==> src/rtl/cpu_run_controller_pkg.sv <==
// Shared types and defaults for the CPU run controller.
// State encoding and parameter defaults live here.
package cpu_ctrl_pkg;

  typedef enum logic [1:0] {
    HOLD    = 2'd0,
    RUN     = 2'd1,
    DONE    = 2'd2,
    TIMEOUT = 2'd3
  } state_e;

  localparam int DEF_RESET_CYCLES = 10;
  localparam int DEF_MAX_CYCLES   = 1000;
  localparam int DEF_STALL_LIMIT  = 4;
  localparam int DEF_PC_W         = 32;
  localparam int DEF_CNT_W        = 32;

  function automatic int cnt_w(input int n);
    return (n < 2) ? 1 : $clog2(n + 1);
  endfunction

endpackage

==> src/rtl/cpu_run_controller_if.sv <==
// Core-side control/status bundle of the run controller.
// master: core/bench side, slave: controller side.
interface cpu_run_controller_if #(
  parameter int PC_W  = 32,
  parameter int CNT_W = 32
);
  logic             restart;
  logic             halt_in;
  logic [PC_W-1:0]  pc;
  logic             pc_valid;
  logic             retire;
  logic             cpu_reset;
  logic             run_active;
  logic             done;
  logic             timeout;
  logic [CNT_W-1:0] cycle_count;
  logic [CNT_W-1:0] instr_count;
  logic [PC_W-1:0]  final_pc;

  modport master (
    output restart, halt_in, pc,
    output pc_valid, retire,
    input  cpu_reset, run_active,
    input  done, timeout,
    input  cycle_count, instr_count,
    input  final_pc
  );

  modport slave (
    input  restart, halt_in, pc,
    input  pc_valid, retire,
    output cpu_reset, run_active,
    output done, timeout,
    output cycle_count, instr_count,
    output final_pc
  );
endinterface

==> src/rtl/cpu_run_controller_sat_counter.sv <==
// Saturating up-counter with synchronous clear.
// Clear has priority over enable.
module sat_counter #(
  parameter int W = 8
) (
  input  logic         i_clk,
  input  logic         i_rst,
  input  logic         i_en,
  input  logic         i_clr,
  output logic [W-1:0] o_q
);
  logic [W-1:0] r_q;

  always_ff @(posedge i_clk or posedge i_rst) begin
    if (i_rst) begin
      r_q <= '0;
    end else if (i_clr) begin
      r_q <= '0;
    end else if (i_en && (r_q != '1)) begin
      r_q <= r_q + 1'b1;
    end
  end

  assign o_q = r_q;
endmodule

==> src/rtl/cpu_run_controller.sv <==
// Run controller: holds core reset, supervises the run,
// detects halt / branch-to-self and watchdog timeout.
module cpu_run_controller
  import cpu_ctrl_pkg::*;
#(
  parameter int RESET_CYCLES = DEF_RESET_CYCLES,
  parameter int MAX_CYCLES   = DEF_MAX_CYCLES,
  parameter int STALL_LIMIT  = DEF_STALL_LIMIT,
  parameter int PC_W         = DEF_PC_W,
  parameter int CNT_W        = DEF_CNT_W
) (
  input logic           clock,
  input logic           reset,
  cpu_run_controller_if.slave bus
);
  localparam int HW = cnt_w(RESET_CYCLES);
  localparam int SW = cnt_w(STALL_LIMIT);

  state_e          r_state;
  logic [PC_W-1:0] r_last_pc;
  logic [PC_W-1:0] r_final_pc;

  logic [HW-1:0]    w_hold;
  logic [SW-1:0]    w_stall;
  logic [CNT_W-1:0] w_cycle;
  logic [CNT_W-1:0] w_instr;
  logic w_in_hold;
  logic w_in_run;
  logic w_restart;
  logic w_pc_eq;
  logic w_pc_new;
  logic w_hold_end;
  logic w_stall_hit;
  logic w_wdog;

  assign w_in_hold = (r_state == HOLD);
  assign w_in_run  = (r_state == RUN);
  assign w_restart = bus.restart &&
                     ((r_state == DONE) ||
                      (r_state == TIMEOUT));
  assign w_pc_eq   = bus.pc_valid &&
                     (bus.pc == r_last_pc);
  assign w_pc_new  = bus.pc_valid &&
                     (bus.pc != r_last_pc);

  assign w_hold_end  = (w_hold == HW'(RESET_CYCLES - 1));
  // counter value before this cycle's increment
  assign w_stall_hit = w_pc_eq &&
                       (w_stall == SW'(STALL_LIMIT - 2));
  assign w_wdog      = (w_cycle == CNT_W'(MAX_CYCLES - 1));

  sat_counter #(.W(HW)) u_hold (
    .i_clk (clock),
    .i_rst (reset),
    .i_en  (w_in_hold),
    .i_clr (w_restart),
    .o_q   (w_hold)
  );

  sat_counter #(.W(SW)) u_stall (
    .i_clk (clock),
    .i_rst (reset),
    .i_en  (w_in_run && w_pc_eq),
    .i_clr (w_restart || (w_in_run && w_pc_new)),
    .o_q   (w_stall)
  );

  sat_counter #(.W(CNT_W)) u_cycle (
    .i_clk (clock),
    .i_rst (reset),
    .i_en  (w_in_run),
    .i_clr (w_restart),
    .o_q   (w_cycle)
  );

  sat_counter #(.W(CNT_W)) u_instr (
    .i_clk (clock),
    .i_rst (reset),
    .i_en  (w_in_run && bus.retire),
    .i_clr (w_restart),
    .o_q   (w_instr)
  );

  always_ff @(posedge clock or posedge reset) begin
    if (reset) begin
      r_state    <= HOLD;
      r_last_pc  <= '0;
      r_final_pc <= '0;
    end else begin
      case (r_state)
        HOLD: begin
          if (w_hold_end) r_state <= RUN;
        end
        RUN: begin
          if (w_pc_new) r_last_pc <= bus.pc;
          if (bus.halt_in || w_stall_hit) begin
            r_state    <= DONE;
            r_final_pc <= bus.pc;
          end else if (w_wdog) begin
            r_state    <= TIMEOUT;
            r_final_pc <= r_last_pc;
          end
        end
        DONE, TIMEOUT: begin
          if (bus.restart) begin
            r_state   <= HOLD;
            r_last_pc <= '0;
          end
        end
        default: r_state <= HOLD;
      endcase
    end
  end

  assign bus.cpu_reset   = (r_state != RUN);
  assign bus.run_active  = (r_state == RUN);
  assign bus.done        = (r_state == DONE);
  assign bus.timeout     = (r_state == TIMEOUT);
  assign bus.cycle_count = w_cycle;
  assign bus.instr_count = w_instr;
  assign bus.final_pc    = r_final_pc;
endmodule

==> src/flat_wrapper.sv <==
// flat-port wrapper written by rule: the top's interface ports become plain ports
module cpu_run_controller_flat import cpu_ctrl_pkg::*;
#(
  parameter int RESET_CYCLES = DEF_RESET_CYCLES,
  parameter int MAX_CYCLES   = DEF_MAX_CYCLES,
  parameter int STALL_LIMIT  = DEF_STALL_LIMIT,
  parameter int PC_W         = DEF_PC_W,
  parameter int CNT_W        = DEF_CNT_W
)
  (clock, reset, bus_restart, bus_halt_in, bus_pc, bus_pc_valid, bus_retire, bus_cpu_reset, bus_run_active, bus_done, bus_timeout, bus_cycle_count, bus_instr_count, bus_final_pc);
  cpu_run_controller_if #(.PC_W(PC_W), .CNT_W(CNT_W)) bus_i ();
  input logic clock;
  input logic reset;
  input wire logic [$bits(bus_i.restart)-1:0] bus_restart;
  input wire logic [$bits(bus_i.halt_in)-1:0] bus_halt_in;
  input wire logic [$bits(bus_i.pc)-1:0] bus_pc;
  input wire logic [$bits(bus_i.pc_valid)-1:0] bus_pc_valid;
  input wire logic [$bits(bus_i.retire)-1:0] bus_retire;
  output wire logic [$bits(bus_i.cpu_reset)-1:0] bus_cpu_reset;
  output wire logic [$bits(bus_i.run_active)-1:0] bus_run_active;
  output wire logic [$bits(bus_i.done)-1:0] bus_done;
  output wire logic [$bits(bus_i.timeout)-1:0] bus_timeout;
  output wire logic [$bits(bus_i.cycle_count)-1:0] bus_cycle_count;
  output wire logic [$bits(bus_i.instr_count)-1:0] bus_instr_count;
  output wire logic [$bits(bus_i.final_pc)-1:0] bus_final_pc;
  assign bus_i.restart = bus_restart;
  assign bus_i.halt_in = bus_halt_in;
  assign bus_i.pc = bus_pc;
  assign bus_i.pc_valid = bus_pc_valid;
  assign bus_i.retire = bus_retire;
  assign bus_cpu_reset = bus_i.cpu_reset;
  assign bus_run_active = bus_i.run_active;
  assign bus_done = bus_i.done;
  assign bus_timeout = bus_i.timeout;
  assign bus_cycle_count = bus_i.cycle_count;
  assign bus_instr_count = bus_i.instr_count;
  assign bus_final_pc = bus_i.final_pc;
  cpu_run_controller #(.RESET_CYCLES(RESET_CYCLES), .MAX_CYCLES(MAX_CYCLES), .STALL_LIMIT(STALL_LIMIT), .PC_W(PC_W), .CNT_W(CNT_W)) u_core (.clock(clock), .reset(reset), .bus(bus_i));
endmodule
==> config.mk <==
export PLATFORM = sky130hd
export DESIGN_NAME = cpu_run_controller_flat
export DESIGN_NICKNAME = d
export VERILOG_FILES = /design/src/rtl/cpu_run_controller_pkg.sv /design/src/rtl/cpu_run_controller_if.sv /design/src/rtl/cpu_run_controller_sat_counter.sv /design/src/rtl/cpu_run_controller.sv /design/src/flat_wrapper.sv
export SDC_FILE = /design/constraint.sdc
export NUM_CORES = 1
export LEC_CHECK = 0
export ABC_AREA = 1
export BUFFER_PORTS_ARGS = -buffer_cell sky130_fd_sc_hd__buf_2
export CAP_MARGIN = 0
export CORE_UTILIZATION = 62
export CTS_CLUSTER_DIAMETER = 40
export DETAILED_ROUTE_END_ITERATION = 7
export HOLD_SLACK_MARGIN = 0.05
export PLACE_DENSITY = 0.87
export SLEW_MARGIN = 25
export SYNTH_ARGS = -nofsm -noshare
export SYNTH_HDL_FRONTEND = slang
export SYNTH_SLANG_ARGS = --single-unit
export TNS_END_PERCENT = 100
==> constraint.sdc <==
create_clock -name clock -period 5.8 [get_ports clock]
set_input_delay 0 -clock clock [delete_from_list [all_inputs] [get_ports clock]]
set_output_delay 0 -clock clock [all_outputs]
set_load 0.01 [all_outputs]
==> run_results.csv, run 1 <==
group,metric,value,unit
outcome,outcome,"complete, but fails checks",
outcome,violations,"DRC",
synthesis,yosys_warnings,0,
place,gp_congestion,0.977,
synthesis,synth-seq-cells,137,
grt,grt_pass1_wl,38800,um
setup_path,r2r_cells,10,
floorplanning,ios,138,
power_and_ir_drop,powerDensity,380,mW/mm^2
sta,hold_slack,0.173,ns
sta,worst_slew_pin_slew,1.04,ns
setup_path,end_kind,"flip-flop",
power_and_ir_drop,pwr-share-comb,33.8,%
drt,dr.pass1.iters,8,
min_path,min-delay-start,"bus_retire",
power_and_ir_drop,ir_drop,0.000382,V
power_and_ir_drop,p_leak,5.02,nW
min_path,whs_path_depth,6,
setup_path,crit_required,6.10,ns
clocking,cts_tree,"yes",
finish,final_cell_area,0.00989,sq mm
synthesis,synthFlopType,"dfrtp_1",
sta,hold_viol_final,0,
floorplanning,core,0.0128,sq mm
place,io_buffers,137,
grt,grt_pass1_vias,8094,
setup_path,r2r-start,"u_core.r_last_pc[11]$_DFFE_PP0P_",
min_path,hold_class,"primary input to flip-flop",
synthesis,yosysTopAreaCell,"dfrtp_1",
setup_path,cp.arrival,3.80,ns
grt,antenna_found_initial,0,
flow_run,max_cap_violations,0,
power_and_ir_drop,seq_power_share,38.7,%
synthesis,synth_area_leaders,"dfrtp_1 (41%), nand2_1 (18%), nand3_1 (7.3%)",
floorplanning,dieArea,0.0138,sq mm
power_and_ir_drop,swShare,38.8,%
grt,grt_max_degree,80,
drt,drt_iter0_drc,1010,
drt,wl_per_cell,15.8,um
clocking,cts_setup_buffers,0,
floorplanning,die_height,118,um
synthesis,avgSynthCellArea,7.17,sq um
clocking,ctsLongestPathBuffers,2,
drt,ant_nets,0,
drt,routed_wirelength,23700,um
sta,final_max_slew_viol_count,0,
synthesis,syn_inst,1156,
synthesis,synth-async-reset-ratio,100,%
synthesis,yosysSeqAreaShare,41.4,%
place,dp_hpwl,15200,um
sta,finalSetupTns,0,ns
setup_path,critPathLaunchType,"flip-flop",
clocking,cts_root_buf,"clkbuf_16",
sta,post-route-period-util,60.5,%
synthesis,synth_fp_nets,1201,
finish,area_growth,19.3,%
sta,relSlewSlack,30.1,%
setup_path,crit_type,"flip-flop to flip-flop",
drt,vias,8660,
clocking,clock_sinks,137,
sta,period_needed,3.51,ns
finish,nets,1354,
drt,vias_per_cell,5.80,
finish,fillers,953,
place,post_dp_cell_area,0.00898,sq mm
clocking,clock_latency,0.43,ns
synthesis,synth.distinct_cells,44,
floorplanning,row_count,41,
power_and_ir_drop,p_int,0.00230,W
synthesis,synth_area,0.00829,sq mm
setup_path,critPathMaxFanout,35,
finish,drive_gt1_share,16.8,%
grt,grt.total_usage,34.8,%
drt,drc,1,
sta,rsz0062_at_grt,"false",
synthesis,synth_edf_count,0,
grt,grt-ovfl-total,0,
power_and_ir_drop,p_switching,0.00146,W
floorplanning,start_util,64.6,%
sta,clock_skew,0.00874,ns
sta,setup_viol,0,
floorplanning,die_w,118,um
clocking,cts.reportedPaths.clkPinSlew,0.06,ns
finish,antenna-diode-count,0,
setup_path,crit_start,"u_core.r_last_pc[11]$_DFFE_PP0P_",
clocking,htreeDepth,4,
power_and_ir_drop,p_clk_share,27.6,%
synthesis,netlist.area_leader.share,41.4,%
clocking,numCtsBuffers,17,
sta,max_freq,285,MHz
## worst max-delay path, cell delays in order, from the launching register on
cell and delay [ns]:
dfrtp_1 0.42, xnor2_1 0.23, nand2_1 0.09, nor2_1 0.12, nand2_1 0.09, nor2_1 0.21, nand2_1 0.52, nand2_2 0.76
nand2_1 0.49, nor2_1 0.32, o21ai_0 0.12
## sequential cells by signal (all words and copies together) (netlist names)
name / flops
u_core.u_stall.o_q: 3
u_core.u_instr.o_q: 32
u_core.u_cycle.o_q: 32
u_core.bus.final_pc: 32
u_core.r_last_pc: 32
u_core.r_state: 2
u_core.u_hold.o_q: 4
## cell families (layout without fill, tap and decap cells)
family | count (synthesis) | count (layout) | synth area share, %
adders and majority gates | 7 | 7 | 1.06
buffers and inverters | 152 | 318 | 8.04
AOI/OAI and AO/OA | 88 | 88 | 6.54
DFF | 137 | 137 | 41.4
xor gates and xnor gates | 39 | 39 | 4.12
and+or+nand+nor | 733 | 733 | 38.9
## cells in the mapped netlist (all sizes together) (4+ instances only)
| library cell | count |
|---|---|
| xnor2 | 25 |
| xor2 | 14 |
| nand2 | 412 |
| dfrtp | 137 |
| inv | 110 |
| ha | 7 |
| nor4 | 4 |
| clkbuf | 16 |
| nor3 | 38 |
| nand3 | 126 |
| o31ai | 10 |
| nand4 | 39 |
| buf | 25 |
| nor2 | 110 |
| o21ai | 51 |
| o22ai | 11 |
| a21oi | 10 |
## path summary, 6_finish.rpt
check / slack [ns] / to
worst max-delay path: 2.29 / u_core.u_stall.o_q[0]$_DFFE_PP0P_
worst min-delay path: 0.17 / u_core.u_instr.o_q[3]$_DFFE_PP0P_
worst max register to register: 2.29 / u_core.u_stall.o_q[0]$_DFFE_PP0P_
worst min register to register: 0.47 / u_core.bus.final_pc[29]$_DFFE_PP0P_
max in group asynchronous: 4.27 / u_core.r_last_pc[8]$_DFFE_PP0P_
min in group asynchronous: 0.25 / u_core.u_instr.o_q[2]$_DFFE_PP0P_
## metrics by stage
step / cells / setup WS (ns) / util [%] / total power, W
after floorplan: 1156 / 2.13 / - / 0.00233
after global placement: 1427 / 2.51 / 70.0 / 0.00262
after detailed placement: 1427 / 2.44 / 70.0 / 0.00267
after CTS: 1494 / 2.39 / 77.1 / 0.00373
after global routing: 1494 / 2.07 / 77.1 / 0.00397
final: 1494 / 2.29 / 77.1 / 0.00376
## routing by layer
layer | vias up | track usage, % | share of wire, % | wire length, um
li1 | 4057 | - | - | -
met1 | 4004 | 45.6 | 41 | 9690
met2 | 515 | 56.3 | 47 | 11200
met3 | 84 | 6.93 | 8.9 | 2100
met4 | 0 | 15.1 | 3.1 | 742
met5 | - | 0 | 0 | 0
## power groups by stage
stage | Clock [W] | Combinational (W) | Sequential, W
final | 0.00104 | 0.00127 | 0.00145
after global routing | 0.00108 | 0.00140 | 0.00148
after CTS | 0.00104 | 0.00125 | 0.00144
after detailed placement | 0 | 0.00122 | 0.00145
after global placement | 0 | 0.00119 | 0.00143
after floorplan | 0 | 0.000856 | 0.00148
## layout make-up
class | count | area (sq um) | area share [%]
inverters | 111 | 427 | 4.31
multi-input cells | 867 | 4200 | 42.5
clock inverters | 7 | 66.3 | 0.670
flip-flops and latches | 137 | 3430 | 34.7
repair buffers | 175 | 1060 | 10.7
clock buffers | 25 | 495 | 5.01
well taps | 172 | 215 | 2.18
## cell usage in the layout, fill, tap and decap left out, types with 6 or more instances in the layout
cell / n
o21ai_0: 35
xor2_1: 14
nand2_2: 9
inv_2: 8
o31ai_1: 10
xnor2_1: 25
o21ai_2: 10
buf_2: 137
nand4_1: 39
nor3_1: 34
dlygate4sd3_1: 35
nand3_1: 121
nand2_1: 400
clkbuf_16: 17
a21oi_1: 10
o21ai_1: 6
ha_1: 7
nor2_2: 7
inv_1: 100
o22ai_1: 11
nor2_1: 100
dfrtp_1: 137
## repair_timing
item	4_1_cts	5_1_grt
resized for setup	0	0
hold buffers	35	0
hold endpoints to repair	145	0
setup endpoints to repair	0	0
(Power assumes the default switching activity.)
==> run 2: changes to the inputs <==
--- a/config.mk
+++ b/config.mk
@@ -8,11 +8,11 @@
 export ABC_AREA = 1
 export BUFFER_PORTS_ARGS = -buffer_cell sky130_fd_sc_hd__buf_2
 export CAP_MARGIN = 0
-export CORE_UTILIZATION = 62
+export CORE_UTILIZATION = 52
 export CTS_CLUSTER_DIAMETER = 40
 export DETAILED_ROUTE_END_ITERATION = 7
 export HOLD_SLACK_MARGIN = 0.05
-export PLACE_DENSITY = 0.87
+export PLACE_DENSITY = 0.77
 export SLEW_MARGIN = 25
 export SYNTH_ARGS = -nofsm -noshare
 export SYNTH_HDL_FRONTEND = slang
==> constraint.sdc (replaced) <==
create_clock -name clock -period 3.01 [get_ports clock]
set_input_delay 0 -clock clock [delete_from_list [all_inputs] [get_ports clock]]
set_output_delay 0 -clock clock [all_outputs]
set_load 0.01 [all_outputs]
==> run 2 against run 1 <==
Critical endpoint is now u_core.u_instr.o_q[10]$_DFFE_PP0P_. Sequential cell count unchanged. Largest cell class unchanged. Worst hold slack got worse by 0.031 ns. Via count shrank 3.0%. Total power increased by 92%. Count of clock-buffer cells in the layout shrank 4. The run now ends clean. First-iteration DRC count decreased by 22%. Non-clock buffer count rose by 7.
==> run_results.csv, run 2 (same netlist as run 1, synthesis figures left out) <==
group,metric,value,unit
sta,worst_slew_pin_slew,0.731,ns
setup_path,r2r_cells,11,
grt,grt_max_degree,138,
floorplanning,die_w,128,um
grt,grt.total_usage,28.5,%
setup_path,path_buf_inv,1,
drt,vias_per_cell,5.46,
sta,hold_viol_final,0,
finish,nets,1361,
setup_path,critPathLaunchType,"flip-flop",
place,gp_congestion,0.969,
setup_path,critPathMaxFanout,16,
sta,final_max_slew_viol_count,0,
setup_path,cpPeakStageDelay,0.39,ns
setup_path,end_kind,"flip-flop",
finish,drive_gt1_share,17.1,%
drt,wl_per_cell,14.8,um
sta,period_needed,2.45,ns
min_path,whs_path_depth,5,
finish,final_cell_area,0.0100,sq mm
setup_path,crit_type,"flip-flop to flip-flop",
grt,grt-ovfl-total,0,
finish,mostFrequentLayoutCell,"nand2_1",
place,post_dp_cell_area,0.00909,sq mm
sta,setup_viol,0,
place,dp_hpwl,15200,um
sta,clock_skew,0.00890,ns
clocking,numCtsBuffers,17,
grt,grt_pass1_vias,7682,
drt,drc,0,
setup_path,cp.arrival,2.77,ns
outcome,outcome,"completed",
finish,fillers,1359,
setup_path,cp_top_family,"simple AND/OR/NAND/NOR gates",
power_and_ir_drop,powerDensity,724,mW/mm^2
drt,routed_wirelength,22800,um
floorplanning,core,0.0154,sq mm
finish,antenna-diode-count,0,
finish,area_growth,20.6,%
place,io_buffers,137,
setup_path,path_cells,"ha_1 -> nand3_2 -> nor2_4 -> nand3_1 -> nor2_2 -> nand2_1 -> nand2_2 -> nand2_2 -> inv_2 -> nand2_1 -> o31ai_1",
sta,post-route-period-util,81.3,%
min_path,hold_class,"primary input to flip-flop",
floorplanning,die_height,128,um
drt,ant_nets,0,
sta,max_freq,409,MHz
clocking,htreeDepth,4,
sta,rsz0062_at_grt,"false",
place,dp.cells,1473,
flow_run,max_cap_violations,0,
drt,dr.pass1.iters,5,
setup_path,crit_required,3.33,ns
grt,grt_pass1_wl,37200,um
power_and_ir_drop,total_power,0.00724,W
floorplanning,start_util,53.9,%
drt,drt_iter0_drc,790,
finish,fin_cells,1537,
power_and_ir_drop,ir_drop,0.000461,V
clocking,cts_tree,"yes",
finish,fin_util,65.0,%
grt,antenna_found_initial,0,
clocking,clock_sinks,137,
clocking,cts_root_buf,"clkbuf_16",
sta,relSlewSlack,51.2,%
floorplanning,dieArea,0.0165,sq mm
power_and_ir_drop,p_leak,5.04,nW
clocking,cts_setup_buffers,0,
floorplanning,ios,138,
clocking,clock_latency,0.42,ns
setup_path,crit_slowest_cell,"dfrtp_1",
floorplanning,row_count,45,
sta,finalSetupTns,0,ns
clocking,cts.reportedPaths.clkPinSlew,0.06,ns
finish,mostFrequentLayoutCells,"nand2_1 (401), buf_2 (137), dfrtp_1 (137)",
drt,vias,8399,
clocking,ctsLongestPathBuffers,2,
setup_path,cp.depth,11,
## run 2: cell count changes in the layout (fill, tap and decap cells not counted), moves of 2 or more
cell        previous run  this run
buf_4                  3         9
clkbuf_8               4         2
clkinvlp_4             1         3
clkbuf_1               4         2
## run 2: worst paths after layout
path                                                      from                                  end  slack, ns
setup / recovery             u_core.u_instr.o_q[0]$_DFFE_PP0P_   u_core.u_instr.o_q[10]$_DFFE_PP0P_       0.56
hold / removal                                      bus_retire   u_core.u_instr.o_q[11]$_DFFE_PP0P_       0.14
setup reg to reg             u_core.u_instr.o_q[0]$_DFFE_PP0P_   u_core.u_instr.o_q[10]$_DFFE_PP0P_       0.56
hold reg to reg            u_core.bus.final_pc[21]$_DFFE_PP0P_  u_core.bus.final_pc[21]$_DFFE_PP0P_       0.47
max in group asynchronous                                reset   u_core.bus.final_pc[8]$_DFFE_PP0P_       2.12
min in group asynchronous                                reset  u_core.bus.final_pc[27]$_DFFE_PP0P_       0.38
## run 2: final cells by class
| type | count | area (sq um) | share of cell area (%) |
|---|---|---|---|
| multi-input cells | 867 | 4200 | 42.0 |
| flip-flops and latches | 137 | 3430 | 34.3 |
| repair buffers | 182 | 1120 | 11.2 |
| clock buffers | 21 | 460 | 4.61 |
| inverters | 111 | 425 | 4.25 |
| well taps | 211 | 264 | 2.64 |
| clock inverters | 8 | 98.8 | 0.989 |
## run 2: through the flow
step / hold slack, ns / setup slack (ns)
after floorplan: 0.109 / 1.15
after global placement: 0.238 / 0.619
after detailed placement: 0.238 / 0.585
after CTS: 0.124 / 0.569
after global routing: 0.179 / 0.351
final: 0.142 / 0.563
## run 2: where the power goes
part / total [W] / switching, W / internal [W]
clock network: 0.00203 / 0.000789 / 0.00124
registers: 0.00278 / 0.000435 / 0.00235
logic: 0.00242 / 0.00154 / 0.000881
## run 2: repair_timing
action | in CTS | in global routing
hold endpoints to repair | 205 | 0
resized for setup | 0 | 0
hold buffers | 35 | 0
## run 2: layer usage
layer	vias to the layer above	track usage, %	part of all wire [%]
met5	-	0	0
met1	3971	38.8	45
met4	0	9.48	2.0
li1	4058	-	-
met2	325	45.2	47
met3	45	6.01	5.9
## run 2: worst min-delay path, delay by kind of cell
| family | cells | cell delay [ns] |
|---|---|---|
| simple gates | 2 | 0.26 |
| compound gates | 1 | 0.10 |
| buf+inv | 2 | 0.15 |
==> run 3: changes to the inputs <==
--- a/config.mk
+++ b/config.mk
@@ -8,11 +8,11 @@
 export ABC_AREA = 1
 export BUFFER_PORTS_ARGS = -buffer_cell sky130_fd_sc_hd__buf_2
 export CAP_MARGIN = 0
-export CORE_UTILIZATION = 52
+export CORE_UTILIZATION = 57
 export CTS_CLUSTER_DIAMETER = 40
 export DETAILED_ROUTE_END_ITERATION = 7
 export HOLD_SLACK_MARGIN = 0.05
-export PLACE_DENSITY = 0.77
+export PLACE_DENSITY = 0.81
 export SLEW_MARGIN = 25
 export SYNTH_ARGS = -nofsm -noshare
 export SYNTH_HDL_FRONTEND = slang
==> constraint.sdc (replaced) <==
create_clock -name clock -period 2.47 [get_ports clock]
set_input_delay 0 -clock clock [delete_from_list [all_inputs] [get_ports clock]]
set_output_delay 0 -clock clock [all_outputs]
set_load 0.01 [all_outputs]
==> run 3 against run 2 <==
Sequential share of layout area fell by 0.55 points. Worst hold slack worse by 0.0057 ns. Critical endpoint is now u_core.u_instr.o_q[26]$_DFFE_PP0P_. Design area increased by 1.6%. Combinational power up 24%. Highest routed layer unchanged. Non-clock buffer count is 10 higher.
==> run_results.csv, run 3 (same netlist as run 1, synthesis figures left out) <==
group,metric,value,unit
grt,grt_max_degree,66,
clocking,cts_setup_buffers,0,
power_and_ir_drop,p_leak,5.14,nW
grt,top_usage_layer,"met2",
place,post_dp_cell_area,0.00914,sq mm
finish,mostFrequentLayoutCell,"nand2_1",
floorplanning,die_height,123,um
grt,grt_pass1_wl,37300,um
power_and_ir_drop,total_power,0.00926,W
drt,drt_iter0_drc,748,
sta,final_max_slew_viol_count,0,
sta,finalSetupTns,0,ns
clocking,clock_sinks,137,
floorplanning,start_util,59.0,%
grt,grt_pass1_vias,7715,
drt,vias,8414,
sta,hold_viol_final,0,
setup_path,path_buf_inv,1,
sta,max_freq,464,MHz
sta,relSlewSlack,60.1,%
sta,clock_skew,0.00969,ns
setup_path,end_kind,"flip-flop",
finish,final-seq-area,0.00343,sq mm
sta,worst_slew_pin_slew,0.593,ns
floorplanning,die_w,123,um
drt,wl_per_cell,15.1,um
grt,antenna_found_initial,0,
finish,area_growth,22.6,%
outcome,outcome,"completed",
floorplanning,row_count,43,
clocking,holdBufCountCts,36,
power_and_ir_drop,powerDensity,912,mW/mm^2
clocking,cts.reportedPaths.clkPinSlew,0.06,ns
setup_path,critPathMaxFanout,16,
finish,fin_cells,1519,
grt,met3_usage,6.46,%
finish,mostFrequentLayoutCells,"nand2_1 (401), buf_2 (137), dfrtp_1 (137)",
sta,period_needed,2.16,ns
finish,fillers,1116,
grt,grt-ovfl-total,0,
place,gp_congestion,0.964,
setup_path,cp_top_family,"simple AND/OR/NAND/NOR gates",
setup_path,crit_start,"u_core.u_instr.o_q[0]$_DFFE_PP0P_",
clocking,ctsLongestPathBuffers,2,
clocking,numCtsBuffers,17,
setup_path,path_cells,"ha_1 -> nand3_2 -> nor2_4 -> nand3_1 -> nor2_2 -> nand2_1 -> nand2_2 -> nand2_2 -> inv_2 -> o21ai_0",
finish,nets,1371,
setup_path,cp_common_cell,"nand2_2",
finish,final_cell_area,0.0102,sq mm
floorplanning,core,0.0140,sq mm
sta,setup_viol,0,
drt,routed_wirelength,22900,um
drt,vias_per_cell,5.54,
clocking,cts_root_buf,"clkbuf_16",
setup_path,r2r-start,"u_core.u_instr.o_q[0]$_DFFE_PP0P_",
grt,grt.met2_usage,50.8,%
finish,drive_gt1_share,18.0,%
place,dp_hpwl,15700,um
setup_path,cp.arrival,2.46,ns
floorplanning,dieArea,0.0150,sq mm
drt,drc,0,
setup_path,cpPeakStageDelay,0.40,ns
setup_path,crit_required,2.77,ns
power_and_ir_drop,ir_drop,0.000607,V
clocking,cts_resized,0,
place,io_buffers,137,
setup_path,r2r_slack,0.31,ns
clocking,clock_latency,0.43,ns
finish,antenna-diode-count,0,
grt,grt.total_usage,31.8,%
sta,rsz0062_at_grt,"false",
floorplanning,ios,138,
min_path,hold_class,"primary input to asynchronous set/reset pin",
setup_path,crit_type,"flip-flop to flip-flop",
clocking,cts_tree,"yes",
setup_path,critPathLaunchType,"flip-flop",
finish,multi_input_area,0.00420,sq mm
flow_run,max_cap_violations,0,
setup_path,crit_slowest_cell,"dfrtp_1",
clocking,htreeDepth,4,
drt,ant_nets,0,
grt,grt_util_met1,43.0,%
drt,dr.pass1.iters,6,
place,dp.cells,1451,
sta,post-route-period-util,87.3,%
[run 3: final cells by class]
cell class	instances	area share (%)
clock buffer	18	4.32
clock inverter	14	2.17
tap	180	2.22
multi-input combinational	867	41.3
inverter	111	4.19
sequential	137	33.7
timing repair buffer	192	12.1
[run 3: path summary, 6_finish.rpt]
check                                                       to  cells after the start
max                         u_core.u_instr.o_q[26]$_DFFE_PP0P_                     10
min                          u_core.u_instr.o_q[9]$_DFFE_PP0P_                      3
max reg2reg                 u_core.u_instr.o_q[26]$_DFFE_PP0P_                     10
min reg2reg                u_core.bus.final_pc[27]$_DFFE_PP0P_                      2
max in group asynchronous    u_core.u_cycle.o_q[0]$_DFFE_PP0P_                      4
min in group clock           u_core.u_instr.o_q[3]$_DFFE_PP0P_                      6
[run 3: routing by layer]
layer  share of wire, %  vias to the layer above
met5                  0                        -
met4                2.0                        0
met3                6.8                       53
met2                 47                      377
met1                 45                     3900
li1                   -                     4084
[run 3: worst register-to-register path, stage by stage (launching register included)]
cell     delay, ns
dfrtp_1       0.40
ha_1          0.26
nand3_2       0.13
nor2_4        0.14
nand3_1       0.16
nor2_2        0.20
nand2_1       0.10
nand2_2       0.09
nand2_2       0.19
inv_2         0.24
o21ai_0       0.13
[run 3: through the flow]
step                utilization [%]  setup slack [ns]  hold WS, ns
floorplan                         -             0.607        0.109
global placement               65.1             0.481       0.0379
detailed placement             65.1             0.390       0.0377
CTS                            72.4             0.338        0.141
global route                   72.4             0.112        0.184
finish                         72.4             0.313        0.136
[run 3: power by group]
| part | switching (W) | internal [W] |
|---|---|---|
| clock network | 0.00104 | 0.00182 |
| registers | 0.000531 | 0.00286 |
| logic | 0.00188 | 0.00113 |
| total | 0.00345 | 0.00581 |
